$ cat src/rtl/reg_file_mp.sv
// Multi-port register file: NUM_RD combinational read ports, two prioritised write ports, busy scoreboard.
// Optional write-to-read forwarding when REG_FILE_BYPASS_EN is defined.
module reg_file_mp #(
    parameter int unsigned DATA_W  = 32,
    parameter int unsigned ADDR_W  = 5,
    parameter int unsigned NUM_RD  = 2,
    parameter int unsigned SP_IDX  = 29,
    parameter int unsigned SP_INIT = 128
) (
    input  logic                     clk_i,
    input  logic                     rst_i,
    input  logic [NUM_RD*ADDR_W-1:0] RDaddr_i,
    output logic [NUM_RD*DATA_W-1:0] RDdata_o,
    output logic [NUM_RD-1:0]        RDbusy_o,
    input  logic                     WAen_i,
    input  logic [ADDR_W-1:0]        WAaddr_i,
    input  logic [DATA_W-1:0]        WAdata_i,
    input  logic                     WBen_i,
    input  logic [ADDR_W-1:0]        WBaddr_i,
    input  logic [DATA_W-1:0]        WBdata_i,
    input  logic                     ISSUEen_i,
    input  logic [ADDR_W-1:0]        ISSUEaddr_i,
    output logic                     WRconflict_o
);

    localparam int unsigned DEPTH = 2 ** ADDR_W;

    logic [DATA_W-1:0] regs_q [DEPTH];
    logic [DATA_W-1:0] regs_d [DEPTH];
    logic [DEPTH-1:0]  busy_q;
    logic [DEPTH-1:0]  busy_d;
    logic              conflict_q;
    logic              conflict_d;

    logic wa_we;
    logic wb_we;
    logic issue_set;

    // Register 0 is hardwired: writes and issues aimed at it are dropped here.
    assign wa_we     = WAen_i && (WAaddr_i != '0);
    assign wb_we     = WBen_i && (WBaddr_i != '0);
    assign issue_set = ISSUEen_i && (ISSUEaddr_i != '0);

    // Next state: B is applied after A so it wins a collision; issue set beats commit clear.
    always_comb begin
        regs_d     = regs_q;
        busy_d     = busy_q;
        conflict_d = wa_we && wb_we && (WAaddr_i == WBaddr_i);
        if (wa_we) begin
            regs_d[WAaddr_i] = WAdata_i;
            busy_d[WAaddr_i] = 1'b0;
        end
        if (wb_we) begin
            regs_d[WBaddr_i] = WBdata_i;
            busy_d[WBaddr_i] = 1'b0;
        end
        if (issue_set) begin
            busy_d[ISSUEaddr_i] = 1'b1;
        end
    end

    always_ff @(posedge clk_i) begin
        if (!rst_i) begin
            for (int unsigned i = 0; i < DEPTH; i++) begin
                regs_q[i] <= (i == SP_IDX) ? DATA_W'(SP_INIT) : '0;
            end
            busy_q     <= '0;
            conflict_q <= 1'b0;
        end else begin
            regs_q     <= regs_d;
            busy_q     <= busy_d;
            conflict_q <= conflict_d;
        end
    end

    assign WRconflict_o = conflict_q;

    for (genvar k = 0; k < NUM_RD; k++) begin : g_rd
        logic [ADDR_W-1:0] addr;
        logic [DATA_W-1:0] data;
        logic              busy;
`ifdef REG_FILE_BYPASS_EN
        logic              hit_a;
        logic              hit_b;
        logic              hit_issue;

        assign hit_a     = wa_we && (WAaddr_i == addr);
        assign hit_b     = wb_we && (WBaddr_i == addr);
        assign hit_issue = issue_set && (ISSUEaddr_i == addr);
`endif

        assign addr = RDaddr_i[k*ADDR_W +: ADDR_W];

        always_comb begin
            data = regs_q[addr];
            busy = busy_q[addr];
`ifdef REG_FILE_BYPASS_EN
            if (hit_a) data = WAdata_i;
            if (hit_b) data = WBdata_i;
            // A committing producer already clears busy unless a new producer issues now.
            if ((hit_a || hit_b) && !hit_issue) busy = 1'b0;
`endif
            if (addr == '0) begin
                data = '0;
                busy = 1'b0;
            end
        end

        assign RDdata_o[k*DATA_W +: DATA_W] = data;
        assign RDbusy_o[k]                  = busy;
    end

endmodule

$ cat config.mk
export PLATFORM = sky130hd
export DESIGN_NAME = reg_file_mp
export DESIGN_NICKNAME = d
export VERILOG_FILES = /design/src/rtl/reg_file_mp.sv
export SDC_FILE = /design/constraint.sdc
export NUM_CORES = 2
export LEC_CHECK = 0
export CORE_MARGIN = 10
export CORE_UTILIZATION = 38
export CTS_CLUSTER_SIZE = 8
export DETAILED_ROUTE_END_ITERATION = 7
export HOLD_SLACK_MARGIN = 0.05
export SYNTH_ARGS = -nofsm -noshare
export SYNTH_HDL_FRONTEND = slang
export SYNTH_SLANG_ARGS = --single-unit
$ cat constraint.sdc
create_clock -name clk_i -period 2.6 [get_ports clk_i]
set_clock_uncertainty 0.05 [all_clocks]
set_input_delay 0.52 -clock clk_i [delete_from_list [all_inputs] [get_ports clk_i]]
set_output_delay 0.52 -clock clk_i [all_outputs]
set_load 0.005 [all_outputs]
* Yosys cells after proc, flatten, opt, wreduce, memory -nomap -nowiden *
Index checks and enable logic that the tools add are counted.

operators by class
  order comparisons = 14
  equality and inequality tests = 1
  mux-type cells = 31
  bitwise operators = 9
  reduce and logical (&&, ||, !) cells = 15

operators by type and width
  kind                                                  number
  bitwise mux 1024 bit                                  2
  two-way mux 1024 bit                                  2
  two-way mux 32 bit                                    11
  binary-select mux 32 bit (select 5 bit)               2
  demux 32 bit (select 5 bit)                           2
  AND 32 bit                                            2
  inverter 32 bit                                       2
  bitwise OR 32 bit                                     1
  < comparator 5 x 6 -> 1 bit (second input constant)   5
  >= comparator 6 bit (second input constant)           4
  inverter 5 -> 6 bit                                   4
  demux 1 bit (select 5 bit)                            3
  >= comparator 5 x 1 -> 1 bit (second input constant)  3
  nonzero test 5 bit                                    3
  < comparator 6 x 1 -> 1 bit (second input constant)   2
  binary-select mux 1 bit (select 5 bit)                2
  logical AND 1 bit                                     10
  zero test 5 bit                                       2
  two-way mux 1 bit                                     7
  equality test 5 bit                                   1

word-level totals
  register bits = 1057
  input bits = 94
  output and inout port bits = 67
  word-level logic and storage cells = 104

* Depth between registers and ports, before layout *
  depth in word-level cells = 11
  depth in mapped cells = 9
  gate-level depth less buffers = 4

* Least setup slack after synthesis *
Ideal clock, no wire load.

  path kind = in2out
  from = input port RDaddr_i[6]
  to = output port RDbusy_o[1]
  data arrival time = 2.055 ns
  data required time = 2.030 ns
  slack = -0.025 ns
  cell stages on the path = 7
  path buffers = 3
  cells stage by stage = buf_2 -> buf_2 -> mux4_2 -> mux2_2 -> o21ai_0 -> a311oi_1 -> buf_4

between the ends
  word-level cells in the longest chain between the ends = 3
  elaborated cells between the ends (all ways) = 4
  those cells by class = mux: 3; reduce/logical: 1

ends and longest elaborated chain
  what                                     line  source
  start: declaration                       12    input logic [NUM_RD*ADDR_W-1:0] RDaddr_i,
  binary-select mux 1 bit (select 5 bit)   96    busy = busy_q[addr];
  two-way mux 1 bit (implied by the code)  96
  two-way mux 1 bit (*)                    103   if (addr == '0) begin
  end: declaration                         14    output logic [NUM_RD-1:0] RDbusy_o,

Mark *: on every way between the ends. The rest lies on a longest branch, timed or not. The select of a mux whose other input is x is not followed.

* Final worst setup path *
  from = register regs_q[656] in the netlist's numbering
  to = output port RDdata_o[16]

between the ends
  word-level cells in the longest chain between the ends = 4

ends and longest elaborated chain
  what                                                   line  source
  start: declaration                                     28    logic [DATA_W-1:0] regs_q [DEPTH];
  start signal: indexed assignment                       65    regs_q[i] <= (i == SP_IDX) ? DATA_W'(SP_INIT) : '0;
  start signal: assignment                               70    regs_q <= regs_d;
  binary-select mux 32 bit (select 5 bit)                95    data = regs_q[addr];
  two-way mux 32 bit (implied by the code) (2 in a row)  95
  two-way mux 32 bit                                     103
  end: declaration                                       13    output logic [NUM_RD*DATA_W-1:0] RDdata_o,

Every way passes these cells. The select of a mux whose other input is x is not followed.

==> impl_metrics.env <==
export IMPL_power_density_mw_per_mm2=504.8
export IMPL_finalCriticalPeriod_ns=3.153
export IMPL_rsz0062_at_grt="true"
export IMPL_dieArea_mm2=0.1842
export IMPL_crit_chain="buf_6, mux4_2, mux2_4, o21ai_4, a311oi_2, buf_4, buf_6"
export IMPL_portBuffers=160
export IMPL_cts_tree="built"
export IMPL_clock_path_buffers=3
export IMPL_syn_cell_area_mm2=0.06362
export IMPL_wl_per_cell_um=35.62
export IMPL_io_pins=161
export IMPL_start_kind="flip-flop"
export IMPL_slew_headroom_pct=30.67
export IMPL_worst_slack_ns=-0.5535
export IMPL_mostFrequentLayoutCells="nor2_1 (1033), dfxtp_1 (849), nand2_1 (691), buf_4 (641), a311oi_1 (623)"
export IMPL_cp_common_cell="buf_6"
export IMPL_final_nets=7461
export IMPL_vias_per_cell=7.163
export IMPL_utilization_pct=49.78
export IMPL_crit_fanout=2
export IMPL_cp_required_ns=2.03
export IMPL_cp_arrival_ns=2.58
export IMPL_grt_usage_pct=35.34
export IMPL_syn2layout_area_growth_pct=30.56
export IMPL_fmax_mhz=317.1
export IMPL_cp_num_buf_inv=3
export IMPL_cp_end_kind="primary output"
export IMPL_cts_buffers_inserted=150
export IMPL_finalMaxSlewViolations=0
export IMPL_drc=1
export IMPL_yosysUniqueCellTypes=47
export IMPL_vias=68810
export IMPL_final_cell_count_no_fill=9606
export IMPL_ant_nets=0
export IMPL_async_flop_share_pct=0
export IMPL_core_area_mm2=0.1668
export IMPL_drt_iter0_drc=11750
export IMPL_clkTransAtPathRegs_ns=0.05
export IMPL_syn_nets=7114
export IMPL_synth_edf_count=0
export IMPL_root_buffer="clkbuf_16"
export IMPL_dieHeight_um=429.2
export IMPL_htree_levels=4
export IMPL_mostFrequentLayoutCell="nor2_1"
export IMPL_grt_overflow=0
export IMPL_power_total_mw=41.93
export IMPL_synth_seq_cells=1057
export IMPL_drive_above_1_share_pct=32.76
export IMPL_n_fill_cell=14570
export IMPL_grt_pass1_wl_um=483000
export IMPL_fin_crit_sh_pct=121.3
export IMPL_die_x_um=429.2
export IMPL_cap_violations=0
export IMPL_grt_max_degree=104
export IMPL_placed_cells_incl_taps=9365
export IMPL_yosysSeqAreaShare_pct=33.26
export IMPL_dpl_hpwl_um=216700
export IMPL_wl_um=342100
export IMPL_yosys_warnings=0
export IMPL_postSynthAreaPerCell_um2=9.062
export IMPL_start_util_pct=38.13
export IMPL_violations="DRC, setup timing"
export IMPL_cp_slowest_cell="mux4_2"
export IMPL_ir_drop_mv=0.7567
export IMPL_clk_latency_ns=0.81
export IMPL_critPathMaxStageDelay_ns=0.44
export IMPL_cp_top_family="multiplexers"
export IMPL_leakage_nw=31.06
export IMPL_finalSetupViolCount=66
export IMPL_rows=150
export IMPL_status="complete, but fails checks"
export IMPL_syn_instance_count=7020
export IMPL_cts_sinks=1057
export IMPL_antenna_found_initial=26
export IMPL_crit_type="flip-flop to primary output"
export IMPL_drt_first_pass_iters=8
export IMPL_ctsHoldBuffers=0
export IMPL_grt_pass1_vias=65190
export IMPL_gp_congestion=1.006
export IMPL_timing_final_hold_violations=0
export IMPL_hp_class="input port to flip-flop"
export IMPL_synth_main_ff_cell="dfxtp_1"
export IMPL_worst_slew_pin_transition_ns=1.038
routing by layer:
layer / GRT usage, % / up-vias / wire, um
met5: 0 / - / 108
met4: 30.35 / 18 / 34800
met3: 13.27 / 1834 / 51100
met2: 49.26 / 6419 / 138900
met1: 42.50 / 33380 / 117200
li1: - / 27150 / -
cells in the mapped netlist (all sizes together) (28+ instances only):
master / number / share of area, %
clkbuf: 651 / 3.8
nand2: 739 / 4.4
dfxtp: 1057 / 33
nand3: 567 / 4.5
a221oi: 47 / 0.65
mux2: 66 / 1.2
a311oi: 682 / 9.4
nor2: 1039 / 6.1
a211oi: 441 / 5.2
nor2b: 79 / 0.78
a22oi: 66 / 0.78
mux2i: 507 / 8.0
mux4: 462 / 16
and2: 38 / 0.37
a32oi: 28 / 0.39
buf: 336 / 2.9
o21ai: 145 / 1.1
worst paths after layout:
| kind | slack (ns) | depth (start not counted) | endpoint | startpoint |
|---|---|---|---|---|
| max | -0.55 | 7 | RDdata_o[16] | regs_q[656] |
| min | 0.20 | 3 | WRconflict_o | rst_i |
| max reg2reg | 1.55 | 2 | regs_q[41] | regs_q[41] |
| min reg2reg | 0.42 | 1 | regs_q[1022] | regs_q[1022] |
logic make-up after synthesis:
kind of cell / count (synthesis) / share of synthesized area [%]
AOI/OAI and AO/OA: 1433 / 17.86
xor gates and xnor gates: 4 / 0.05508
buffers and inverters: 990 / 6.738
DFF: 1057 / 33.26
muxes: 1035 / 25.50
and+or+nand+nor: 2501 / 16.59
timing repair:
| item | CTS | global route |
|---|---|---|
| endpoints found under the setup margin | 66 | 66 |
| pin swaps | 138 | 102 |
| setup buffers | 59 | 28 |
| endpoints found under the hold margin | 0 | 0 |
| gates resized for setup | 983 | 249 |
| cloned | 8 | 3 |
power by group:
group	internal, mW	switching, mW
sequential	16.5	0.255
combinational	2.64	4.13
clock	10.5	7.87
sequential cells by signal, summed over array words and instances, names as in the netlist:
signal	flops
regs_q	1024
WRconflict_o	1
busy_q	32
through the flow:
step	cell area, um2	setup TNS [ns]	setup WS, ns	hold WS, ns
6_report	83060	-27.38	-0.5535	0.2041
3_5_place_dp	74850	-233.29	-1.487	0.4152
2_1_floorplan	63630	-0.01169	-0.01169	0.3931
5_1_grt	83020	-27.86	-0.5805	0.1720
3_3_place_gp	74850	-199.56	-1.481	0.4066
4_1_cts	81770	-26.65	-0.5620	0.1686
worst min-delay path: stages:
cell and delay, ns:
buf_2 0.26, nand3_1 0.16, a2111oi_0 0.06
layout make-up:
class	instances	area [um2]	share of cell area (%)
Antenna cell	17	42.54	0.05122
Clock buffer	161	3911	4.709
Clock inverter	9	108.9	0.1311
Inverter	3	23.77	0.02862
Multi-Input combinational cell	4973	41480	49.94
Sequential cell	1057	21420	25.79
Tap cell	2204	2758	3.320
Timing Repair Buffer	1182	13320	16.03
Power figures use the tool's default switching activity.
